**src/rtl/load_align_unit.sv**
```systemverilog
// rtl/load_align_unit.sv - load memory-access stage: word read, byte/half extract, fault pulse
//
// Accepts one decoded load at a time, issues a word-aligned data-memory read,
// waits for the acknowledge, extracts and extends the addressed field and
// presents a single-cycle write-back (or fault) pulse.
//
// Ports:
//   clk, rst_n          clock (rising edge), asynchronous active-low reset
//   req_valid/req_ready request handshake; accepted in IDLE when req_valid=1
//   load_type           one-hot: bit0 lw, bit1 lh, bit2 lhu, bit3 lb, bit4 lbu
//   addr, rd_in         effective byte address, destination register tag
//   mem_req, mem_addr   word-aligned read request, held until mem_ack
//   mem_rdata, mem_ack  read data and completion
//   wb_valid            one-cycle result/fault pulse
//   wb_data, wb_rd      extended result (0 on fault), destination tag
//   wb_err, err_code    fault flag; 01 misaligned, 10 illegal type, 11 timeout
module load_align_unit #(
  parameter int XLEN    = 32,
  parameter int TIMEOUT = 16
) (
  input  logic            clk,
  input  logic            rst_n,
  input  logic            req_valid,
  output logic            req_ready,
  input  logic [4:0]      load_type,
  input  logic [XLEN-1:0] addr,
  input  logic [4:0]      rd_in,
  output logic            mem_req,
  output logic [XLEN-1:0] mem_addr,
  input  logic [XLEN-1:0] mem_rdata,
  input  logic            mem_ack,
  output logic            wb_valid,
  output logic [XLEN-1:0] wb_data,
  output logic [4:0]      wb_rd,
  output logic            wb_err,
  output logic [1:0]      err_code
);

  localparam int CW = (TIMEOUT > 1) ? $clog2(TIMEOUT) : 1;

  typedef enum logic [1:0] {S_IDLE, S_WAIT, S_RESP} state_t;

  state_t            r_state;
  state_t            w_state_next;
  logic [4:0]        r_type;
  logic [1:0]        r_addr_lo;
  logic [4:0]        r_rd;
  logic [CW-1:0]     r_cnt;

  logic              w_legal_type;
  logic              w_misalign;
  logic              w_fault;
  logic              w_timeout;
  logic [15:0]       w_half;
  logic [7:0]        w_byte;
  logic [XLEN-1:0]   w_ext;

  // Exactly one bit set: x & (x-1) clears the lowest set bit.
  assign w_legal_type = (load_type != 5'd0) && ((load_type & (load_type - 5'd1)) == 5'd0);
  assign w_misalign   = (load_type[0] && (addr[1:0] != 2'b00)) ||
                        ((load_type[1] || load_type[2]) && addr[0]);
  assign w_fault      = !w_legal_type || w_misalign;

  // The ack takes priority over the timeout when both land on the same edge.
  assign w_timeout    = (TIMEOUT > 0) && (r_cnt == CW'(TIMEOUT - 1)) && !mem_ack;

  assign req_ready    = (r_state == S_IDLE);

  always_comb begin
    w_half = r_addr_lo[1] ? mem_rdata[31:16] : mem_rdata[15:0];
    case (r_addr_lo)
      2'd0:    w_byte = mem_rdata[7:0];
      2'd1:    w_byte = mem_rdata[15:8];
      2'd2:    w_byte = mem_rdata[23:16];
      default: w_byte = mem_rdata[31:24];
    endcase
    w_ext = '0;
    if (r_type[0])      w_ext = mem_rdata;
    else if (r_type[1]) w_ext = {{(XLEN-16){w_half[15]}}, w_half};
    else if (r_type[2]) w_ext = {{(XLEN-16){1'b0}}, w_half};
    else if (r_type[3]) w_ext = {{(XLEN-8){w_byte[7]}}, w_byte};
    else if (r_type[4]) w_ext = {{(XLEN-8){1'b0}}, w_byte};
  end

  always_ff @(posedge clk or negedge rst_n) begin
    if (!rst_n) r_state <= S_IDLE;
    else        r_state <= w_state_next;
  end

  always_comb begin
    w_state_next = r_state;
    case (r_state)
      S_IDLE:  if (req_valid) w_state_next = w_fault ? S_RESP : S_WAIT;
      S_WAIT:  if (mem_ack || w_timeout) w_state_next = S_RESP;
      S_RESP:  w_state_next = S_IDLE;
      default: w_state_next = S_IDLE;
    endcase
  end

  always_ff @(posedge clk or negedge rst_n) begin
    if (!rst_n) begin
      r_type    <= '0;
      r_addr_lo <= '0;
      r_rd      <= '0;
      r_cnt     <= '0;
      mem_req   <= 1'b0;
      mem_addr  <= '0;
      wb_valid  <= 1'b0;
      wb_data   <= '0;
      wb_rd     <= '0;
      wb_err    <= 1'b0;
      err_code  <= 2'b00;
    end else begin
      wb_valid <= 1'b0;
      case (r_state)
        S_IDLE: begin
          if (req_valid) begin
            r_type    <= load_type;
            r_addr_lo <= addr[1:0];
            r_rd      <= rd_in;
            r_cnt     <= '0;
            if (w_fault) begin
              wb_valid <= 1'b1;
              wb_err   <= 1'b1;
              err_code <= w_legal_type ? 2'b01 : 2'b10;
              wb_data  <= '0;
              wb_rd    <= rd_in;
            end else begin
              mem_req  <= 1'b1;
              mem_addr <= {addr[XLEN-1:2], 2'b00};
            end
          end
        end
        S_WAIT: begin
          if (mem_ack) begin
            mem_req  <= 1'b0;
            wb_valid <= 1'b1;
            wb_err   <= 1'b0;
            err_code <= 2'b00;
            wb_data  <= w_ext;
            wb_rd    <= r_rd;
          end else if (w_timeout) begin
            mem_req  <= 1'b0;
            wb_valid <= 1'b1;
            wb_err   <= 1'b1;
            err_code <= 2'b11;
            wb_data  <= '0;
            wb_rd    <= r_rd;
          end else begin
            r_cnt <= r_cnt + CW'(1);
          end
        end
        default: ;
      endcase
    end
  end

endmodule

```
**config.mk**
```make
export PLATFORM = sky130hd
export DESIGN_NAME = load_align_unit
export DESIGN_NICKNAME = d
export VERILOG_FILES = /design/src/rtl/load_align_unit.sv
export SDC_FILE = /design/constraint.sdc
export NUM_CORES = 1
export LEC_CHECK = 0
export BUFFER_PORTS_ARGS = -buffer_cell sky130_fd_sc_hd__clkbuf_2
export CAP_MARGIN = 10
export CORE_UTILIZATION = 51
export CTS_BUF_LIST = sky130_fd_sc_hd__clkbuf_8
export CTS_CLUSTER_DIAMETER = 150
export DETAILED_ROUTE_END_ITERATION = 16
export MAX_ROUTING_LAYER = met4
export PLACE_DENSITY = 0.81
export SETUP_SLACK_MARGIN = 0.15
export SLEW_MARGIN = 20
export SYNTH_ARGS = -nofsm -noshare
export SYNTH_HDL_FRONTEND = slang
export SYNTH_SLANG_ARGS = --single-unit
export TNS_END_PERCENT = 20
```
**constraint.sdc**
```tcl
create_clock -name clk -period 2.2 [get_ports clk]
set_clock_uncertainty 0.15 [all_clocks]
set_input_delay 0.22 -clock clk [delete_from_list [all_inputs] [get_ports clk]]
set_output_delay 0.22 -clock clk [all_outputs]
set_load 0.1 [all_outputs]
```
==> results of run 1 <==
## final timing paths
kind,to,cells after the start
max in group asynchronous,mem_addr[31]$_DFFE_PN0P_,3
hold / removal,r_type[4]$_DFFE_PN0P_,2
setup / recovery,wb_data[16]$_DFFE_PN0P_,5
min in group asynchronous,wb_data[2]$_DFFE_PN0P_,2
hold reg to reg,wb_data[21]$_DFFE_PN0P_,1
setup reg to reg,wb_data[16]$_DFFE_PN0P_,5
## report_power, final
| group | switching (uW) | leakage (uW) | total, uW | internal, uW |
|---|---|---|---|---|
| clock | 609 | 0.000118 | 1290 | 686 |
| sequential | 178 | 0.00116 | 2110 | 1930 |
| combinational | 2280 | 0.00161 | 2900 | 614 |
| total | 3070 | 0.00289 | 6300 | 3230 |
## cells in the final DEF, fill, tap and decap left out, types with 3 or more instances in the layout
master and n:
dfrtp_1 90, mux2i_1 9, mux2_2 54, o21a_1 8
a21bo_2 6, o21ai_1 11, o2bb2ai_2 6, a21oi_1 17
clkbuf_8 10, inv_6 3, inv_1 4, buf_12 4
a21bo_1 10, o21ai_0 28, dlygate4sd3_1 40, buf_4 12
nand2_1 8, nor2_1 8, nor2b_1 3, o2bb2ai_1 10
clkbuf_2 149, nor3b_1 9
## sequential cells by signal, summed over array words and instances, names as in the netlist
name,cells
err_code,2
mem_addr,30
wb_err,1
r_cnt,4
r_type,5
wb_data,32
r_state,2
mem_req,1
r_rd,5
r_addr_lo,2
wb_valid,1
wb_rd,5
## cell families after synthesis
logic type                 Yosys count  share of synthesized area, %
xor gates and xnor gates             2                         0.424
other                                1                        0.0907
buffers and inverters               27                          3.81
adders and majority gates            1                         0.303
DFF                                 90                          54.5
AOI/OAI and AO/OA                  106                          18.0
and+or+nand+nor                     41                          5.42
muxes                               64                          17.4
## routing by layer
metal / share of wire [%] / vias to the layer above
met4: 1.7 / 0
met3: 4.5 / 15
met5: 0 / -
met2: 50 / 118
met1: 44 / 1622
li1: - / 1596
## timing repair
action / CTS / global route
hold buffers: 40 / 0
endpoints found under the hold margin: 65 / 0
endpoints found under the setup margin: 0 / 40
gates resized for setup: 0 / 1
setup buffers: 0 / 2
## final cells by class
| class | count | area, um^2 |
|---|---|---|
| Clock inverter | 6 | 95.1 |
| Timing Repair Buffer | 205 | 1320 |
| Multi-Input combinational cell | 216 | 1780 |
| Tap cell | 102 | 128 |
| Clock buffer | 10 | 138 |
| Fill cell | 535 | 2040 |
| Sequential cell | 90 | 2250 |
| Inverter | 4 | 15.0 |
## stage by stage
stage	setup slack [ns]	hold slack [ns]	total power (uW)	instance area [um^2]	std cells
4_1_cts	0.177	0.00163	6280	5700	631
6_report	0.242	0.00962	6300	5730	633
3_5_place_dp	0.00722	0.00754	4940	5070	575
2_1_floorplan	0.0689	-0.226	4420	4210	333
5_1_grt	0.128	0.0225	6520	5730	633
3_3_place_gp	0.137	0.000410	4890	5070	575
==> metrics.md, run 1 <==
| Metric | Value |
|---|---|
| Outcome | complete, no violations |
| Critical Path Start | r_addr_lo[0]$_DFFE_PN0P_ |
| CP max stage cell | mux4_2 |
| Largest net degree at the start of global routing | between 60 and 70 |
| Final period util | roughly nine tenths |
| Critical Path RT | 2.30 ns |
| Cell family with the largest share of critical-path delay | compound AO/OA/AOI/OAI gates |
| CTS Root Cell | clkbuf_8 |
| Final Critical Period | 1.96 ns |
| Clock slew at the register clock pins of the worst setup and hold paths | ~0.090 ns |
| Netlist cell types | 40 |
| Worst setup EP type | flop |
| GRT met3 Usage | 3.23% |
| Setup CP Type | reg -> reg |
| Worst slew margin | 57.2% |
| Layout area overhead | 38.6% |
| Vias/cell | 5.29 |
| Syn avg cell area | around 12 um^2 |
| Area share of the largest cell type after synthesis | 54.5% |
| Via count | 3351 |
| Worst Path Arrival | 2.05 ns |
| Global-route wire length before repair | roughly 17000 um |
| ANT cells | 0 |
| M1 GR Usage | roughly a third |
| Pre-antenna DRT Iters | 4 |
| I/O Pins | 153 |
| Layout cells sized above 1 | 48.4% |
| Crit Path Max Fanout | 16 |
| Hold_sp | load_type[4] |
| Sequential element share of the synthesized area | between 50% and 60% |
| Starting Density | 53.2% |
| Post-route DRC | 0 |
| EDFF count, synth | 0 |
| CTS sink count | 90 |
| Routed Antenna Nets | 0 |
| Die Y-Extent | just over 90 um |
| Die ar. | between 8000 and 9000 um^2 |
| Clk_lat worst skew | around 0.35 ns |
| Critical-path cell list | mux4_2, a31oi_4, a21boi_4, o21ai_0, a21bo_2 |
| Final hold vios | 0 |
| Startpoint types | flop |
| Nets | a little over 600 |
| Endpoints failing setup | 0 |
| CTS Buf Count | 9 |
| Leakage | 0.00289 uW |
| Final Max Tran Viols | 0 |
| Post-layout util | between 70% and 80% |
| Reg-to-reg startpoint | r_addr_lo[0]$_DFFE_PN0P_ |
| Crit path buf inv count | 0 |
| Ys flop type | dfrtp_1 |
| Initial antenna violation count | 0 |
| Post-Route WL | ~11000 um |
| Cells after Synth | ~330 |
| Die width | slightly above 90 um |
| H-tree depth | 3 |
| Worst VDD drop | ~0.56 mV |
| Maximum root-to-sink buffer count | 2 |
| Gr ovfl total | 0 |
| Area leader, netlist | dfrtp_1 |
| Synth area leaders | dfrtp_1 (54%), mux2_2 (15%), o21ai_0 (3.5%) |
| Total GRT Usage | roughly a quarter |
| Most numerous cell in the Yosys netlist | dfrtp_1 |
| Setup total negative slack | 0 ns |
| Netlist area before placement | about 4100 um^2 |
| Yosys synthesis warning count | 0 |
| Vias in the first global route | around 3400 |
| Pwr dens | roughly 1100 nW/um^2 |
| Ys async rst share | between 90% and 100% |
| Global-route met2 utilization | 43.8% |
| Max Cap Violations | 0 |
| Worst reg2reg setup slack | 0.24 ns |
| RePlAce Congestion | approximately 0.88 |
| GRT busiest layer | met2 |
| Drt wl/cell | 16.6 um |
| CTS tree | done |
| Fmax | approximately 500 MHz |
| Flops & latches, synth | 90 |
| Most instantiated cells after synthesis | dfrtp_1 (90), mux2_2 (54), o21ai_0 (29) |
| Max incr delay on CP | roughly 0.56 ns |
| Drt initial violations | 154 |
| Core area | 7770 um^2 |
| RSZ-0062 raised after global routing | yes |
| Worst-Margin Slew | 0.641 ns |
| Port Buffers | 150 |
| Standard-cell rows | 32 |
| Hold Path Class | in -> reg |
| Hpwl dp | between 7000 and 8000 um |
No activity file was read; power rests on OpenSTA's default activity.
==> run 2: changes to the inputs <==
- CORE_UTILIZATION: 51 -> 46
- PLACE_DENSITY: 0.81 -> 0.77
- clock period: 2.2 -> 1.7 ns (I/O delays scaled with it)
==> run 2 against run 1 <==
Compared with the run above:
- die area increased by 11%
- combinational power increased by 41%
- highest routed layer unchanged
- the flow now finishes with violations (setup timing)
- hold slack got worse by 0.0044 ns
- cell area increased by 12%
- setup slack got worse by 0.52 ns
- clock-buffer cell count decreased by 1
- final cell count increased by 9.0%
- sequential power increased by 29%
==> metrics.md, run 2 (same netlist as run 1, synthesis figures left out) <==
| Metric | Value |
|---|---|
| CTS tree | done |
| Fmax | 506 MHz (-0.94%) |
| Final critical-path setup slack | -0.276 ns (-0.518 ns) |
| Metal2 WL | 6000 um (+14%) |
| Final hold vios | 0 (unchanged) |
| Core area | 8720 um^2 (+12%) |
| Hpwl dp | 7630 um (+8.9%) |
| I/O Pins | 153 (unchanged) |
| Layout cells sized above 1 | 55.5% (+7.1 points) |
| DP Worst Slack | -0.408 ns (-0.415 ns) |
| Leakage | 0.00321 uW (+11%) |
| Die ar. | 9370 um^2 (+11%) |
| CTS Root Cell | clkbuf_8 |
| CTS Buf Count | 9 (unchanged) |
| RePlAce Congestion | 0.865 (-1.9%) |
| Post-Route WL | 12000 um (+14%) |
| Largest net degree at the start of global routing | 36 (-45%) |
| Final period util | 116% (+27 points) |
| Worst setup EP type | flop |
| Top sig layer | met4 |
| Nets | 656 (+8.4%) |
| Global-route wire length before repair | 19500 um (+16%) |
| Via count | 3647 (+8.8%) |
| Post-layout util | 73.7% (about the same) |
| Clock slew at the register clock pins of the worst setup and hold paths | 0.11 ns (+0.02 ns) |
| Total GRT Usage | 27.0% (+0.57 points) |
| Worst-Margin Slew | 0.567 ns (-0.0732 ns) |
| Maximum root-to-sink buffer count | 2 (unchanged) |
| Clock power frac | 16.9% (-3.6 points) |
| Starting Density | 47.4% (-5.8 points) |
| RSZ-0062 raised after global routing | yes |
| Reg power frac | 33.3% (-0.2 points) |
| Top flop regs | wb_data (32), mem_addr (30) |
| Final Max Tran Viols | 0 (unchanged) |
| Max incr delay on CP | 0.57 ns (about the same) |
| Pwr dens | 1280 nW/um^2 (+16%) |
| Most frequent cells in the layout | clkbuf_2 (145), dfrtp_1 (89), dlygate4sd3_1 (55), mux2_2 (42), buf_4 (40) |
| Gr ovfl total | 0 (unchanged) |
| Drt wl/cell | 17.3 um (+4.3%) |
| Vias in the first global route | 3865 (+15%) |
| Switch share | 50.4% (+1.6 points) |
| ANT cells | 0 (unchanged) |
| P_int | 4070 uW (+26%) |
| Met1 wire length | 4910 um (+6.3%) |
| Max reg flops | 32 (unchanged) |
| Met3 WL post-DR | 574 um (+20%) |
| Failing checks | setup timing |
| Post-route DRC | 0 (unchanged) |
| Worst slew margin | 62.3% (+5.1 points) |
| CTS sink count | 90 (unchanged) |
| Critical Path RT | 1.80 ns (-0.50 ns) |
| Vias/cell | 5.29 (-0.16%) |
| Drt initial violations | 129 (-16%) |
| Worst VDD drop | 0.773 mV (+39%) |
| Crit Path Max Fanout | 15 (-1) |
| Routed Antenna Nets | 0 (unchanged) |
| Psw | 4130 uW (+35%) |
| Commonest non-fill, non-tap cell in the layout | clkbuf_2 |
| Layout area overhead | 55.5% |
| Startpoint types | flop |
| Endpoints failing setup | 62 (+62) |
| Hold Path Class | in -> reg |
| Max Cap Violations | 0 (unchanged) |
| Clk_lat worst skew | 0.35 ns (about the same) |
| Hold Path Stages | 3 (+1) |
| Port Buffers | 150 (unchanged) |
| Pre-antenna DRT Iters | 4 (unchanged) |
| Logic pwr share | 49.8% (+3.8 points) |
| Biggest register | wb_data |
| Worst Path Arrival | 2.07 ns (+0.02 ns) |
| Standard-cell rows | 34 (+6.3%) |
| Worst R2R Path Depth | 6 (+1) |
| H-tree depth | 3 (unchanged) |
| CP max stage cell | mux4_2 |
| Critical-path cell list | mux4_2, a31oi_4, a21boi_4, buf_12, o21ai_1, a21bo_1 |
| Die Y-Extent | 96.8 um (+5.2%) |
| Final Critical Period | 1.98 ns (+0.0185 ns) |
| Setup CP Type | reg -> reg |
| Initial antenna violation count | 0 (unchanged) |
| Die width | 96.8 um (+5.2%) |
| Outcome | finished, violations left |
-- run 2: area by class of cell --
| class | count | area [um^2] |
|---|---|---|
| inverters | 4 | 15.0 |
| well taps | 108 | 135 |
| flip-flops and latches | 90 | 2250 |
| multi-input cells | 216 | 2010 |
| fillers | 556 | 2290 |
| clock buffers | 9 | 124 |
| clock inverters | 7 | 61.3 |
| repair buffers | 256 | 1830 |
-- run 2: stage by stage --
stage	TNS (ns)	total power (uW)	instances	hold WS, ns	instance area (um^2)
5_1_grt	-11.38	8520	690	0.00787	6430
3_5_place_dp	-22.92	6500	610	-0.0125	5290
3_3_place_gp	-20.57	6420	610	-0.0265	5290
6_report	-6.90	8200	690	0.00525	6430
4_1_cts	-4.44	8120	687	0.0000296	6300
2_1_floorplan	-29.37	5720	333	-0.276	4210
-- run 2: metal layers --
layer  track usage, %  vias to the layer above
met5                -                        -
met4             13.4                        0
met3             4.70                       37
met2             43.0                      141
met1             33.4                     1773
li1                 -                     1696
-- run 2: worst paths after layout --
path	from	to	slack [ns]
min in group asynchronous	rst_n	mem_addr[11]$_DFFE_PN0P_	0.18
max	r_addr_lo[0]$_DFFE_PN0P_	wb_data[23]$_DFFE_PN0P_	-0.28
min reg2reg	wb_data[25]$_DFFE_PN0P_	wb_data[25]$_DFFE_PN0P_	0.34
max in group asynchronous	rst_n	wb_data[17]$_DFFE_PN0P_	0.68
max reg2reg	r_addr_lo[0]$_DFFE_PN0P_	wb_data[23]$_DFFE_PN0P_	-0.28
min	mem_rdata[22]	wb_data[22]$_DFFE_PN0P_	0.005
-- run 2: power by group through the flow --
stage | combinational (uW) | sequential [uW] | clock [uW]
5_1_grt | 4230 | 2780 | 1510
4_1_cts | 4000 | 2710 | 1410
2_1_floorplan | 787 | 4930 | 0
6_report | 4080 | 2730 | 1390
3_3_place_gp | 3700 | 2730 | 0
3_5_place_dp | 3750 | 2750 | 0
-- run 2: repair_timing --
item,in CTS,in global routing
endpoints found under the hold margin,144,0
pin swaps,12,5
cloned,2,0
setup buffers,4,3
hold buffers,55,0
endpoints found under the setup margin,80,105
gates resized for setup,54,25
-- run 2: critical path, delay by kind of cell, from the launching register on --
| kind | cells | cell delay (ns) |
|---|---|---|
| flops | 1 | 0.38 |
| mux | 1 | 0.57 |
| buf+inv | 1 | 0.15 |
| compound gates | 4 | 0.62 |
